**src/rtl/cmp2_seq_ctrl_if.sv**
```systemverilog
// Host-side start/done and result bundle for the 2-bit-digit sequential comparator.
// The requester drives start/op_a/op_b; the controller returns status and a registered result.
interface cmp2_seq_ctrl_if #(
    parameter int WIDTH = 8
);
    logic             start;
    logic [WIDTH-1:0] op_a;
    logic [WIDTH-1:0] op_b;
    logic             busy;
    logic             done;
    logic             gt;
    logic             eq;
    logic             lt;
    logic             err;

    modport master (
        output start, op_a, op_b,
        input  busy, done, gt, eq, lt, err
    );

    modport slave (
        input  start, op_a, op_b,
        output busy, done, gt, eq, lt, err
    );
endinterface

```
**src/rtl/cmp2_seq_ctrl.sv**
```systemverilog
// MSB-first compare of two WIDTH-bit operands through an external 2-bit slice; 1..WIDTH/2 cycles to done.
// start is only taken in IDLE and is neither queued nor back-pressured.
module cmp2_seq_ctrl #(
    parameter int WIDTH = 8
) (
    input  logic             i_clk,
    input  logic             i_rst,
    cmp2_seq_ctrl_if.slave   bus,
    output logic             o_cmp_a,
    output logic             o_cmp_b,
    output logic             o_cmp_c,
    output logic             o_cmp_d,
    input  logic             i_cmp_e,
    input  logic             i_cmp_f,
    input  logic             i_cmp_g
);
    localparam int DIGITS = WIDTH / 2;
    localparam int IDXW   = (DIGITS > 1) ? $clog2(DIGITS) : 1;

    typedef enum logic [1:0] {
        S_IDLE = 2'd0,
        S_RUN  = 2'd1,
        S_DONE = 2'd2
    } state_t;

    state_t           r_state;
    logic [WIDTH-1:0] r_sh_a;
    logic [WIDTH-1:0] r_sh_b;
    logic [IDXW-1:0]  r_idx;
    logic             r_busy;
    logic             r_done;
    logic             r_gt;
    logic             r_eq;
    logic             r_lt;
    logic             r_err;
    logic [2:0]       w_rsp;

    assign w_rsp = {i_cmp_e, i_cmp_f, i_cmp_g};

    always_ff @(posedge i_clk) begin
        if (i_rst) begin
            r_state <= S_IDLE;
            r_sh_a  <= '0;
            r_sh_b  <= '0;
            r_idx   <= '0;
            r_busy  <= 1'b0;
            r_done  <= 1'b0;
            r_gt    <= 1'b0;
            r_eq    <= 1'b0;
            r_lt    <= 1'b0;
            r_err   <= 1'b0;
        end else begin
            r_done <= 1'b0;
            case (r_state)
                S_IDLE: begin
                    if (bus.start) begin
                        r_sh_a  <= bus.op_a;
                        r_sh_b  <= bus.op_b;
                        r_idx   <= IDXW'(DIGITS - 1);
                        r_gt    <= 1'b0;
                        r_eq    <= 1'b0;
                        r_lt    <= 1'b0;
                        r_err   <= 1'b0;
                        r_busy  <= 1'b1;
                        r_state <= S_RUN;
                    end
                end
                S_RUN: begin
                    // Any digit verdict other than "equal, more digits left" ends the compare.
                    if (w_rsp == 3'b010 && r_idx != '0) begin
                        r_sh_a <= r_sh_a << 2;
                        r_sh_b <= r_sh_b << 2;
                        r_idx  <= r_idx - 1'b1;
                    end else begin
                        case (w_rsp)
                            3'b100:  r_gt  <= 1'b1;
                            3'b010:  r_eq  <= 1'b1;
                            3'b001:  r_lt  <= 1'b1;
                            default: r_err <= 1'b1;
                        endcase
                        r_busy  <= 1'b0;
                        r_done  <= 1'b1;
                        r_state <= S_DONE;
                    end
                end
                S_DONE: begin
                    r_state <= S_IDLE;
                end
                default: begin
                    r_state <= S_IDLE;
                    r_busy  <= 1'b0;
                end
            endcase
        end
    end

    // Digits are presented only while running so the slice sees zeros otherwise.
    assign o_cmp_a = r_busy & r_sh_a[WIDTH-1];
    assign o_cmp_b = r_busy & r_sh_a[WIDTH-2];
    assign o_cmp_c = r_busy & r_sh_b[WIDTH-1];
    assign o_cmp_d = r_busy & r_sh_b[WIDTH-2];

    assign bus.busy = r_busy;
    assign bus.done = r_done;
    assign bus.gt   = r_gt;
    assign bus.eq   = r_eq;
    assign bus.lt   = r_lt;
    assign bus.err  = r_err;
endmodule

```
**src/flat_wrapper.sv**
```systemverilog
// flat-port wrapper written by rule: the top's interface ports become plain ports
module cmp2_seq_ctrl_flat 
#(
    parameter int WIDTH = 8
)
  (i_clk, i_rst, o_cmp_a, o_cmp_b, o_cmp_c, o_cmp_d, i_cmp_e, i_cmp_f, i_cmp_g, bus_start, bus_op_a, bus_op_b, bus_busy, bus_done, bus_gt, bus_eq, bus_lt, bus_err);
  cmp2_seq_ctrl_if #(.WIDTH(WIDTH)) bus_i ();
  input  logic i_clk;
  input  logic i_rst;
  output logic o_cmp_a;
  output logic o_cmp_b;
  output logic o_cmp_c;
  output logic o_cmp_d;
  input  logic i_cmp_e;
  input  logic i_cmp_f;
  input  logic i_cmp_g;
  input wire logic [$bits(bus_i.start)-1:0] bus_start;
  input wire logic [$bits(bus_i.op_a)-1:0] bus_op_a;
  input wire logic [$bits(bus_i.op_b)-1:0] bus_op_b;
  output wire logic [$bits(bus_i.busy)-1:0] bus_busy;
  output wire logic [$bits(bus_i.done)-1:0] bus_done;
  output wire logic [$bits(bus_i.gt)-1:0] bus_gt;
  output wire logic [$bits(bus_i.eq)-1:0] bus_eq;
  output wire logic [$bits(bus_i.lt)-1:0] bus_lt;
  output wire logic [$bits(bus_i.err)-1:0] bus_err;
  assign bus_i.start = bus_start;
  assign bus_i.op_a = bus_op_a;
  assign bus_i.op_b = bus_op_b;
  assign bus_busy = bus_i.busy;
  assign bus_done = bus_i.done;
  assign bus_gt = bus_i.gt;
  assign bus_eq = bus_i.eq;
  assign bus_lt = bus_i.lt;
  assign bus_err = bus_i.err;
  cmp2_seq_ctrl #(.WIDTH(WIDTH)) u_core (.i_clk(i_clk), .i_rst(i_rst), .bus(bus_i), .o_cmp_a(o_cmp_a), .o_cmp_b(o_cmp_b), .o_cmp_c(o_cmp_c), .o_cmp_d(o_cmp_d), .i_cmp_e(i_cmp_e), .i_cmp_f(i_cmp_f), .i_cmp_g(i_cmp_g));
endmodule
```
**config.mk**
```make
export PLATFORM = sky130hd
export DESIGN_NAME = cmp2_seq_ctrl_flat
export DESIGN_NICKNAME = d
export VERILOG_FILES = /design/src/rtl/cmp2_seq_ctrl_if.sv /design/src/rtl/cmp2_seq_ctrl.sv /design/src/flat_wrapper.sv
export SDC_FILE = /design/constraint.sdc
export NUM_CORES = 1
export LEC_CHECK = 0
export ABC_CLOCK_PERIOD_IN_PS = 3400
export CORE_AREA = 4 4 55 57
export DETAILED_ROUTE_END_ITERATION = 10
export DIE_AREA = 0 0 59 61
export GPL_ROUTABILITY_DRIVEN = 0
export PLACE_DENSITY = 0.8
export SLEW_MARGIN = 20
export SYNTH_ARGS = -nofsm -noshare
export SYNTH_HDL_FRONTEND = slang
export SYNTH_SLANG_ARGS = --single-unit
```
**constraint.sdc**
```tcl
create_clock -name i_clk -period 3.4 [get_ports i_clk]
set_input_delay 0.68 -clock i_clk [delete_from_list [all_inputs] [get_ports i_clk]]
set_output_delay 0.68 -clock i_clk [all_outputs]
set_load 0.005 [all_outputs]
```
* Word level (Yosys, flattened, before mapping) *
Cells that the tools add are included.

storage, ports and cells
  register bits = 26
  bits of input ports = 22
  logic and storage cells = 71

operators by class
  add/sub/neg operators = 1
  eq/ne operators = 12
  mux-type cells = 29
  bitwise operators = 6
  reductions and logical operators = 13

operators with widths
  operator                                                                  number
  8-bit two-way mux                                                         4
  8-bit case mux with 2 select lines                                        2
  4-bit AND reduction                                                       4
  1-bit two-way mux                                                         12
  2-bit two-way mux                                                         4
  2-bit by 1-bit inequality test with 1-bit output (second input constant)  4
  1-bit case mux with 2 select lines                                        4
  2-bit case mux with 2 select lines                                        2
  2-bit inequality test (second input constant)                             3
  3-bit AND reduction                                                       2
  1-bit AND                                                                 4
  2-bit nonzero test                                                        2
  3-bit by 1-bit == test with 1-bit output (second input constant)          1
  3-bit by 2-bit == test with 1-bit output (second input constant)          1
  3-bit == test (second input constant)                                     1
  1-bit case mux with 3 select lines                                        1
  3-bit OR reduction                                                        1
  2-bit by 1-bit == test with 1-bit output (second input constant)          1
  2-bit == test (second input constant)                                     1
  2-bit logical NOT                                                         1
  1-bit NOT                                                                 2
  2-bit AND reduction                                                       1
  2-bit OR reduction                                                        1
  2-bit by 1-bit subtractor with 2-bit output (second input constant)       1
  1-bit logical AND                                                         1

* Longest topological paths before layout *
  depth after elaboration = 5
  depth in mapped cells = 6

* Worst setup path after synthesis *
No wires, ideal clock.

  kind = input to register
  start point = in i_cmp_e
  end point = reg u_core.r_sh_a[2]
  arrival time = 1.711 ns
  data required time = 3.266 ns
  setup slack = 1.555 ns
  cell stages on the path = 5
  path buffers = 2
  cell sequence = buf_6 or4b_4 o21ai_4 buf_6 a211oi_1

between the ends
  longest elaborated chain between the ends = 4

RTL lines
  element                                                            line                 source
  start, declared                                                    flat_wrapper.sv:14   input logic i_cmp_e;
  3-bit by 2-bit == test with 1-bit output                           cmp2_seq_ctrl.sv:70  if (w_rsp == 3'b010 && r_idx != '0) begin
  1-bit logical AND                                                  cmp2_seq_ctrl.sv:70
  2-bit by 1-bit inequality test with 1-bit output (no source line)  n/a
  3-bit AND reduction (no source line)                               n/a
  end signal, assigned                                               cmp2_seq_ctrl.sv:57  r_sh_a <= bus.op_a;
  end signal, assigned                                               cmp2_seq_ctrl.sv:71  r_sh_a <= r_sh_a << 2;
  end, declared                                                      cmp2_seq_ctrl.sv:27  logic [WIDTH-1:0] r_sh_a;

Every way passes these cells.
A chain may end at the register's enable or synchronous reset.

* Worst setup path in the final report *
  start point = in i_cmp_e
  end point = reg u_core.r_idx[1]

between the ends
  longest elaborated chain between the ends = 4

RTL lines
  element                                                            line                 source
  3-bit by 2-bit == test with 1-bit output                           cmp2_seq_ctrl.sv:70
  1-bit logical AND                                                  cmp2_seq_ctrl.sv:70
  2-bit by 1-bit inequality test with 1-bit output (no source line)  n/a
  3-bit AND reduction (no source line)                               n/a
  end signal, assigned                                               cmp2_seq_ctrl.sv:59  r_idx <= IDXW'(DIGITS - 1);
  end signal, assigned                                               cmp2_seq_ctrl.sv:73  r_idx <= r_idx - 1'b1;
  end, declared                                                      cmp2_seq_ctrl.sv:29  logic [IDXW-1:0] r_idx;

Every way passes these cells.

==> flow_summary.toml <==
[detailed_routing]
dr.first_iter.drc_count = 33
routed_wl_um = 2730
wl_per_cell_um = 15.2
num_vias = 1044
detail-route-antenna-nets = 0
drt_first_pass_iters = 5
detail_route.vias_per_cell = 5.83
drcViolationCount = 0

[final_layout]
final_core_util = 0.634
num-nets-final = 173
antennaDiodeCount = 0
drive_above_1_share = 0.0940
area_delta_synth_final_pct = 25.9

[synthesis]
yosys-top-cells-count = "26 x dfxtp_1, 25 x a211oi_1, 12 x mux2i_1"
yosys_warnings = 0
ys_seq_area_frac = 0.417
netlist_area_sq_mm = 0.00125
ys_top_cells_by_area = "dfxtp_1 42%, a211oi_1 15%, mux2i_1 9.6%, o211ai_1 3.0%, a21oi_1 2.8%"
yosysTopAreaCell = "dfxtp_1"
synth_most_common_cell = "dfxtp_1"
async_reset_ff_frac = 0
synth_edf_count = 0
yosys.area.top_type_share = 0.417
postSynthAreaPerCell_sq_um = 10.1
ys.flop_type = "dfxtp_1"
synth-seq-cells = 26
syn-num-nets = 147
synth_cell_types = 31
synthCells = 124

[power_and_ir_drop]
p_switching_mw = 0.161
p_comb_frac = 0.206
power_mw = 0.621
power.density_mw_per_mm2 = 395
p_seq_frac = 0.549
switching_share = 0.259
ir_worst_vdd_uv = 286
p_clk_frac = 0.245
intPower_mw = 0.460
leakagePower_nw = 0.594

[clocking]
clockBufferDepth = 2
htreeDepth = 1
cts_buffers = 3
clockRootBuffer = "clkbuf_4"
hold_buffers = 0
clk_pin_slew_ns = 0.13
cts.sinks = 26
cts_setup_buffers = 0
clkLatencyLatePin_ns = 0.31
cts_tree = "built"
cts_resized = 0

[critical_path]
cp-start-kind = "input pin"
rr_worst_depth = 4
regToRegStartpoint = "u_core.r_state[1]$_SDFFE_PP0P_"
crit_type = "input pin to flip-flop"
critPathMaxStageDelay_ns = 0.79
crit_chain = "clkdlybuf4s50_1, nor4b_4, nand2_1, a311oi_1"
slowest_stage = "nor4b_4"
crit_required_ns = 3.62
crit_arrival_ns = 2.52
crit_fanout = 17
endpoint_kind = "flip-flop"
cp-startpoint = "i_cmp_e"

[floorplanning]
ios = 32
num_rows = 18
fp.dieH_um = 61
start_util = 0.504
die_w_um = 59
die_area_sq_mm = 0.00360
core-area_sq_mm = 0.00248

[timing]
fin_setup_tns_ns = 0
tightest_slew_ns = 0.935
fin_skew_ns = 0.00894
fin_ws_ns = 1.10
max_slew_margin = 0.375
rsz0062_at_grt = "no"
fmax_mhz = 434
period_minus_slack_ns = 2.30
finalHoldViolations = 0
post-route-period-util = 0.678
drv_slew = 0
setup_violations = 0
holdWs_ns = 0.474

[global_routing]
grt.overflow.total = 0
grt_pass1_vias = 1035
grt_max_degree = 27
grtUsageTotal = 0.161
grt_antenna_before_repair = 0
grt_pass1_wl_um = 4530

[flow_run]
cap_viol_max_count = 0

[placement]
dp_slack_ns = 0.738
port_buffers = 31
place_hpwl_um = 1970

[hold_path]
hp-class = "flip-flop to flip-flop"
hold_path_startpoint = "u_core.bus.gt$_SDFFE_PP0P_"
hold_path_depth = 2

[outcome]
outcome = "finished, final reports clean"
## power groups by stage
| stage | Sequential (mW) | Combinational (mW) | Clock (mW) |
|---|---|---|---|
| floorplan | 0.344 | 0.0842 | 0 |
| global placement | 0.346 | 0.124 | 0 |
| detailed placement | 0.348 | 0.128 | 0 |
| CTS | 0.341 | 0.128 | 0.156 |
| global route | 0.344 | 0.141 | 0.164 |
| finish | 0.341 | 0.128 | 0.152 |
## stage by stage
stage                     instances  instance area, sq um
after floorplan                 124                  1250
after global placement          175                  1530
after detailed placement        175                  1530
after CTS                       179                  1570
after global routing            179                  1570
final                           179                  1570
## per-layer routing
layer,vias to the layer above,GRT usage,part of all wire
li1,520,-,-
met1,486,0.197,0.43
met2,32,0.293,0.51
met3,6,0.0234,0.055
met4,0,0.0453,0.011
met5,-,0,0
## worst paths after layout
kind / endpoint / slack [ns]
max: u_core.r_idx[1]$_SDFFE_PP0P_ / 1.10
max reg2reg: u_core.bus.gt$_SDFFE_PP0P_ / 1.43
min: u_core.bus.gt$_SDFFE_PP0P_ / 0.47
min reg2reg: u_core.bus.gt$_SDFFE_PP0P_ / 0.47
## kinds of logic after synthesis
group,count (synthesis),synth area share
AOI/OAI and AO/OA,43,0.253
and+or+nand+nor,27,0.148
DFF,26,0.417
buffers and inverters,14,0.0691
muxes,12,0.0962
xor gates and xnor gates,1,0.00702
adders and majority gates,1,0.0100
## area by class of cell
| class | instances | area [sq um] |
|---|---|---|
| clock buffers | 4 | 36.3 |
| fillers | 223 | 906 |
| inverters | 2 | 7.51 |
| multi-input cells | 84 | 644 |
| flip-flops and latches | 26 | 520 |
| well taps | 30 | 37.5 |
| repair buffers | 33 | 325 |
## registers in the layout (all words and copies together), names as in the netlist
register and flops:
u_core.bus.busy 1, u_core.bus.done 1, u_core.bus.eq 1, u_core.bus.err 1, u_core.bus.gt 1, u_core.bus.lt 1, u_core.r_idx 2, u_core.r_sh_a 8
u_core.r_sh_b 8, u_core.r_state 2
## critical path, delay by kind of cell
| kind | cells | cell delay, ns |
|---|---|---|
| AOI/OAI and AO/OA | 1 | 0.29 |
| buffers and inverters | 1 | 0.55 |
| and+or+nand+nor | 2 | 1.00 |
## cell usage in the layout (no fill, tap or decap)
master            n
a211oi_1         25
a21oi_1           7
a311oi_1          1
a31oi_1           1
a32oi_1           1
and2_1            4
and3_1            1
buf_4             2
clkbuf_4          3
clkbuf_8          1
clkdlybuf4s50_1  31
dfxtp_1          26
ha_1              1
inv_1             2
mux2i_1          12
nand2_1           7
nand2b_1          1
nor2_1            3
nor2b_2           1
nor3_1            2
nor3b_1           1
nor3b_2           1
nor4b_1           1
nor4b_4           1
o211ai_1          5
o21a_1            2
o21ai_4           1
or3b_2            2
or4b_2            1
or4b_4            1
xnor2_1           1
No activity file was read; power rests on OpenSTA's default activity.
